File: config.mk
export PLATFORM = sky130hd
export DESIGN_NAME = uart_cmd_decoder
export DESIGN_NICKNAME = d
export VERILOG_FILES = /design/src/rtl/uart_cmd_pkg.sv /design/src/rtl/uart_byte_timeout.sv /design/src/rtl/uart_cmd_decoder.sv
export SDC_FILE = /design/constraint.sdc
export NUM_CORES = 1
export LEC_CHECK = 0
export CAP_MARGIN = 0
export CORE_MARGIN = 5
export CORE_UTILIZATION = 50
export DETAILED_ROUTE_END_ITERATION = 10
export HOLD_SLACK_MARGIN = 0.06
export PLACE_DENSITY = 0.77
export SLEW_MARGIN = 0
export SYNTH_ARGS = -nofsm -noshare
export SYNTH_HDL_FRONTEND = slang
export SYNTH_SLANG_ARGS = --single-unit
export TNS_END_PERCENT = 30
File: constraint.sdc
create_clock -name clock -period 2.6 [get_ports clock]
set_input_delay 0.65 -clock clock [delete_from_list [all_inputs] [get_ports clock]]
set_output_delay 0.65 -clock clock [all_outputs]
set_load 0.01 [all_outputs]
File: src/rtl/uart_cmd_pkg.sv
// Shared types and constants for the UART command decoder and its byte timeout helper.
// Frame length depends on the UART_CMD_CHECKSUM_EN build option.
package uart_cmd_pkg;

    typedef enum logic [2:0] {
        ST_HUNT   = 3'd0,
        ST_CMD    = 3'd1,
        ST_ARG_LO = 3'd2,
        ST_ARG_HI = 3'd3,
        ST_CHK    = 3'd4
    } state_t;

    localparam logic [1:0] ERR_NONE     = 2'd0;
    localparam logic [1:0] ERR_TIMEOUT  = 2'd1;
    localparam logic [1:0] ERR_CHECKSUM = 2'd2;

    localparam logic [7:0] SYNC_BYTE_DEFAULT = 8'h5A;

    localparam int FRAME_LEN_CHK   = 5;
    localparam int FRAME_LEN_NOCHK = 4;

    // A good frame sums to zero modulo 256 over CMD, ARG_LO, ARG_HI and CHK.
    function automatic logic [7:0] frame_sum(input logic [7:0] a, input logic [7:0] b,
                                             input logic [7:0] c, input logic [7:0] d);
        return a + b + c + d;
    endfunction

endpackage

File: src/rtl/uart_byte_timeout.sv
// Inter-byte watchdog: counts clocks while enabled and pulses expired on the
// terminal count unless clear arrives in the same cycle.
module uart_byte_timeout #(
    parameter int TIMEOUT_CLOCKS = 1024
) (
    input  logic clock,
    input  logic reset,
    input  logic clear,
    input  logic enable,
    output logic expired
);

    localparam int CW = (TIMEOUT_CLOCKS > 2) ? $clog2(TIMEOUT_CLOCKS) : 1;
    localparam logic [CW-1:0] TERMINAL = CW'(TIMEOUT_CLOCKS - 1);

    logic [CW-1:0] r_count;
    logic          w_at_terminal;

    assign w_at_terminal = (r_count == TERMINAL);

    // Clock counter; wraps explicitly so non-power-of-two limits behave.
    always_ff @(posedge clock) begin
        if (reset || clear) begin
            r_count <= '0;
        end else if (enable) begin
            if (w_at_terminal) begin
                r_count <= '0;
            end else begin
                r_count <= r_count + CW'(1);
            end
        end else begin
            r_count <= r_count;
        end
    end

    assign expired = enable && !clear && w_at_terminal;

endmodule

File: src/rtl/uart_cmd_decoder.sv
// Frames the UART RX byte stream into SYNC/CMD/ARG_LO/ARG_HI[/CHK] commands.
// Build option UART_CMD_CHECKSUM_EN adds the CHK byte and checksum test.
module uart_cmd_decoder
    import uart_cmd_pkg::*;
#(
    parameter logic [7:0] SYNC_BYTE      = SYNC_BYTE_DEFAULT,
    parameter int          TIMEOUT_CLOCKS = 1024
) (
    input  logic        clock,
    input  logic        reset,
    input  logic [7:0]  data_i,
    input  logic        valid_i,
    output logic [7:0]  cmd_o,
    output logic [15:0] arg_o,
    output logic        cmd_valid_o,
    output logic        error_o,
    output logic [1:0]  err_code_o,
    output logic [7:0]  drop_count_o,
    output logic        busy_o
);

    state_t      r_state;
    state_t      w_state_next;

    logic [7:0]  r_cmd_sh;
    logic [7:0]  r_lo_sh;
    logic [7:0]  r_cmd;
    logic [15:0] r_arg;
    logic        r_cmd_valid;
    logic        r_error;
    logic [1:0]  r_err_code;
    logic [7:0]  r_drop;
    logic        r_busy;

    logic        w_expired;
    logic        w_tmo_clear;
    logic        w_tmo_enable;
    logic        w_complete;
    logic        w_fail;
    logic [1:0]  w_fail_code;
    logic        w_drop;
    logic        w_lat_cmd;
    logic        w_lat_lo;
    logic [15:0] w_done_arg;

`ifdef UART_CMD_CHECKSUM_EN
    logic [7:0]  r_hi_sh;
    logic        w_lat_hi;
    logic        w_sum_ok;

    assign w_sum_ok   = (frame_sum(r_cmd_sh, r_lo_sh, r_hi_sh, data_i) == 8'h00);
    assign w_done_arg = {r_hi_sh, r_lo_sh};
`else
    assign w_done_arg = {data_i, r_lo_sh};
`endif

    assign w_tmo_enable = (r_state != ST_HUNT);
    assign w_tmo_clear  = valid_i || (r_state == ST_HUNT);

    uart_byte_timeout #(
        .TIMEOUT_CLOCKS (TIMEOUT_CLOCKS)
    ) u_timeout (
        .clock   (clock),
        .reset   (reset),
        .clear   (w_tmo_clear),
        .enable  (w_tmo_enable),
        .expired (w_expired)
    );

    // State register.
    always_ff @(posedge clock) begin
        if (reset) begin
            r_state <= ST_HUNT;
        end else begin
            r_state <= w_state_next;
        end
    end

    // Next state and per-byte actions; expired can only fire without valid_i.
    always_comb begin
        w_state_next = r_state;
        w_complete   = 1'b0;
        w_fail       = 1'b0;
        w_fail_code  = ERR_NONE;
        w_drop       = 1'b0;
        w_lat_cmd    = 1'b0;
        w_lat_lo     = 1'b0;
`ifdef UART_CMD_CHECKSUM_EN
        w_lat_hi     = 1'b0;
`endif
        if (w_expired) begin
            w_state_next = ST_HUNT;
            w_fail       = 1'b1;
            w_fail_code  = ERR_TIMEOUT;
        end else if (valid_i) begin
            case (r_state)
                ST_HUNT: begin
                    if (data_i == SYNC_BYTE) begin
                        w_state_next = ST_CMD;
                    end else begin
                        w_drop = 1'b1;
                    end
                end
                ST_CMD: begin
                    w_lat_cmd    = 1'b1;
                    w_state_next = ST_ARG_LO;
                end
                ST_ARG_LO: begin
                    w_lat_lo     = 1'b1;
                    w_state_next = ST_ARG_HI;
                end
                ST_ARG_HI: begin
`ifdef UART_CMD_CHECKSUM_EN
                    w_lat_hi     = 1'b1;
                    w_state_next = ST_CHK;
`else
                    w_complete   = 1'b1;
                    w_state_next = ST_HUNT;
`endif
                end
`ifdef UART_CMD_CHECKSUM_EN
                ST_CHK: begin
                    w_state_next = ST_HUNT;
                    if (w_sum_ok) begin
                        w_complete = 1'b1;
                    end else begin
                        w_fail      = 1'b1;
                        w_fail_code = ERR_CHECKSUM;
                    end
                end
`endif
                default: begin
                    w_state_next = ST_HUNT;
                end
            endcase
        end else begin
            w_state_next = r_state;
        end
    end

    // Shadow capture, output registers and drop counter.
    always_ff @(posedge clock) begin
        if (reset) begin
            r_cmd_sh    <= 8'h00;
            r_lo_sh     <= 8'h00;
`ifdef UART_CMD_CHECKSUM_EN
            r_hi_sh     <= 8'h00;
`endif
            r_cmd       <= 8'h00;
            r_arg       <= 16'h0000;
            r_cmd_valid <= 1'b0;
            r_error     <= 1'b0;
            r_err_code  <= ERR_NONE;
            r_drop      <= 8'h00;
            r_busy      <= 1'b0;
        end else begin
            r_cmd_valid <= w_complete;
            r_error     <= w_fail;
            r_busy      <= (w_state_next != ST_HUNT);
            if (w_lat_cmd) begin
                r_cmd_sh <= data_i;
            end
            if (w_lat_lo) begin
                r_lo_sh <= data_i;
            end
`ifdef UART_CMD_CHECKSUM_EN
            if (w_lat_hi) begin
                r_hi_sh <= data_i;
            end
`endif
            if (w_complete) begin
                r_cmd <= r_cmd_sh;
                r_arg <= w_done_arg;
            end
            if (w_fail) begin
                r_err_code <= w_fail_code;
            end
            if (w_drop && (r_drop != 8'hFF)) begin
                r_drop <= r_drop + 8'd1;
            end
        end
    end

    assign cmd_o        = r_cmd;
    assign arg_o        = r_arg;
    assign cmd_valid_o  = r_cmd_valid;
    assign error_o      = r_error;
    assign err_code_o   = r_err_code;
    assign drop_count_o = r_drop;
    assign busy_o       = r_busy;

endmodule

==> impl_metrics.tcl <==
set metrics [dict create \
    crit_slowest_cell "clkdlybuf4s50_1" \
    final-hold-violation-count 0 \
    synth-edff-count 0 \
    yosys.area.top_type "dfxtp_1" \
    drcViolationCount 0 \
    async_reset_ff_share_pct 0 \
    ys_ff_latch 65 \
    tns_ns 0 \
    die-width_um 81.5 \
    drive_gt1_share_pct 9.30 \
    hp-start "cmd_o[2]" \
    fin_skew_ns 0.00537 \
    row_count 26 \
    slew_headroom_pct 53.0 \
    diodes 0 \
    slowest_delay_ns 0.54 \
    htree_levels 3 \
    yosysMostFrequentCell "nand2_1" \
    die_h_um 81.5 \
    reg2reg_from "r_state[2]" \
    cts_max_path_buffers 2 \
    cts.sinks 65 \
    overflow 0 \
    dp_hpwl_um 3810 \
    final_max_slew_viol_count 0 \
    ys_seq_area_share_pct 50.9 \
    min_path_type "reg -> reg" \
    final_nets 363 \
    path_max_fanout 14 \
    irDropWorstVdd_mv 0.571 \
    first_pass_iters 4 \
    critPathLaunch "data_i[7]" \
    cts_buffers 9 \
    clk_pin_slew_ns 0.07 \
    syn_avg_cell_area_um2 8.46 \
    max_freq_mhz 469 \
    grt_pass1_vias 2060 \
    dp.cells 409 \
    cts_tree "built" \
    coreArea_mm2 0.00504 \
    path_cells "clkdlybuf4s50_1 -> and4bb_2 -> a21bo_2 -> or4_1 -> a21oi_1" \
    fin_ws_ns 0.468 \
    avgRoutedWirePerCell_um 13.4 \
    vias 2150 \
    routed_wl_um 5680 \
    routed_via_density 5.06 \
    first_iter_violations 128 \
    synth_ff_type "dfxtp_1" \
    initial_core_util_pct 50.7 \
    die_area_mm2 0.00664 \
    area_growth_pct 29.6 \
    drtAntennaViolNets 0 \
    synthCells 302 \
    rsz0062_at_grt "false" \
    p_leak_nw 1.12 \
    tightest_slew_ns 0.700 \
    rrSetupSlack_ns 0.79 \
    routabilityCongestion 0.802 \
    grt_pass1_wl_um 9610 \
    cts_hold_buf 0 \
    syn_area_mm2 0.00256 \
    ys_warn_count 0 \
    criticalPathCategory "in -> reg" \
    cts_resized 0 \
    cts-root-buf "clkbuf_8" \
    outcome "complete, no violations" \
    syn-num-nets 315 \
    place_ws_ns 0.127 \
    cp-endpoint "drop_count_o[7]" \
    antenna_found_initial 0 \
    critical_path_required_ns 2.87 \
    port_buffers 46 \
    arrival_ns 2.41 \
    yosys-top-cells-count "nand2_1 (71), dfxtp_1 (65), a21oi_1 (41)" \
    grt_start_max_net_pins 53 \
    min_period_ns 2.13 \
    pin_count 48 \
    postCtsSetupBuffers 0 \
    netlist.area_leader.share_pct 50.9 \
    powerDensity_mw_per_mm2 633 \
    clk_latency_ns 0.35 \
    fin_crit_sh_pct 82.0 \
    rr_endpoint "u_timeout.r_count[0]" \
    num-fill-cells 425 \
    synth.distinct_cells 40 \
    end_kind "register" \
    ff2ff_path_depth 4 \
    stdcell_count 425 \
    ys_top_cells_by_area "dfxtp_1 (51%), nand2_1 (10%), a21oi_1 (8.0%), mux2i_1 (3.5%), nor2_1 (3.4%)" \
    maxCapViolCount 0 \
    finalSetupViolations 0 \
    start_kind "input port" \
    gr-usage-all-layers_pct 19.3 \
]
==> worst max-delay path, delay by kind of cell <==
family / cells / cell delay [ns]
buffers and inverters: 1 / 0.54
AND/OR/NAND/NOR: 2 / 0.79
AO/OA/AOI/OAI: 2 / 0.43
==> flip-flops by register name (all words and copies together) (netlist names) <==
| register | count |
|---|---|
| arg_o | 16 |
| u_timeout.r_count | 10 |
| cmd_o | 8 |
| drop_count_o | 8 |
| r_cmd_sh | 8 |
| r_lo_sh | 8 |
| r_state | 3 |
| busy_o | 1 |
| cmd_valid_o | 1 |
| err_code_o | 1 |
| error_o | 1 |
==> layout by cell type, fill, tap and decap left out, types with 4 or more instances in the layout <==
cell type        count
a21oi_1             41
buf_4               10
clkbuf_8            11
clkdlybuf4s50_1     45
dfxtp_1             65
mux2i_1              9
nand2_1             71
nand3_1              9
nor2_1              23
nor3_1               6
o21ai_0              9
or3_1                6
xor2_1               4
==> routing by layer <==
metal  up-vias  share of wire (%)  track usage, %
li1       1127                  -               -
met1       971                 48            25.0
met2        42                 45            28.8
met3        10                4.6            6.14
met4         0                2.0            9.63
met5         -                  0               0
==> power breakdown <==
part	internal (mW)	total (mW)	switching (mW)	leakage, nW
clock network	0.589	0.980	0.392	0.115
registers	1.01	1.02	0.0106	0.524
logic	0.0459	0.100	0.0542	0.480
==> worst min-delay path by stage <==
stage | to | depth (start not counted)
after floorplan | arg_o[0] | 2
final | cmd_o[2] | 2
after detailed placement | cmd_o[0] | 2
after global placement | cmd_o[5] | 2
after global routing | arg_o[0] | 2
after CTS | cmd_o[7] | 2
==> cell type report <==
cell class	instances	area [µm²]	area share, %
clock buffers	11	151	4.57
inverters	1	3.75	0.113
well taps	70	87.6	2.64
flip-flops and latches	65	1300	39.3
clock inverters	5	77.6	2.34
repair buffers	56	531	16.0
multi-input cells	217	1160	35.0
==> per-stage QoR <==
step / instance area, µm² / total power, mW / hold slack (ns) / utilization (%)
floorplan: 2560 / 1.10 / 0.431 / -
global placement: 3080 / 1.14 / 0.437 / 61.2
detailed placement: 3080 / 1.14 / 0.446 / 61.2
CTS: 3310 / 2.11 / 0.459 / 65.7
global route: 3310 / 2.17 / 0.476 / 65.7
finish: 3310 / 2.10 / 0.455 / 65.7
==> cell families (layout without fill, tap and decap cells) <==
family	Yosys count	in the layout	share of synthesized area (%)
AO/OA/AOI/OAI	61	61	13.2
XOR/XNOR	7	7	2.40
adder cells (fa/ha/maj)	2	2	0.979
buffers and inverters	20	73	3.67
flip-flops	65	65	50.9
multiplexers	9	9	3.52
other	1	1	0.147
AND/OR/NAND/NOR	137	137	25.2
Note: power is estimated with default switching activity, not from simulation.
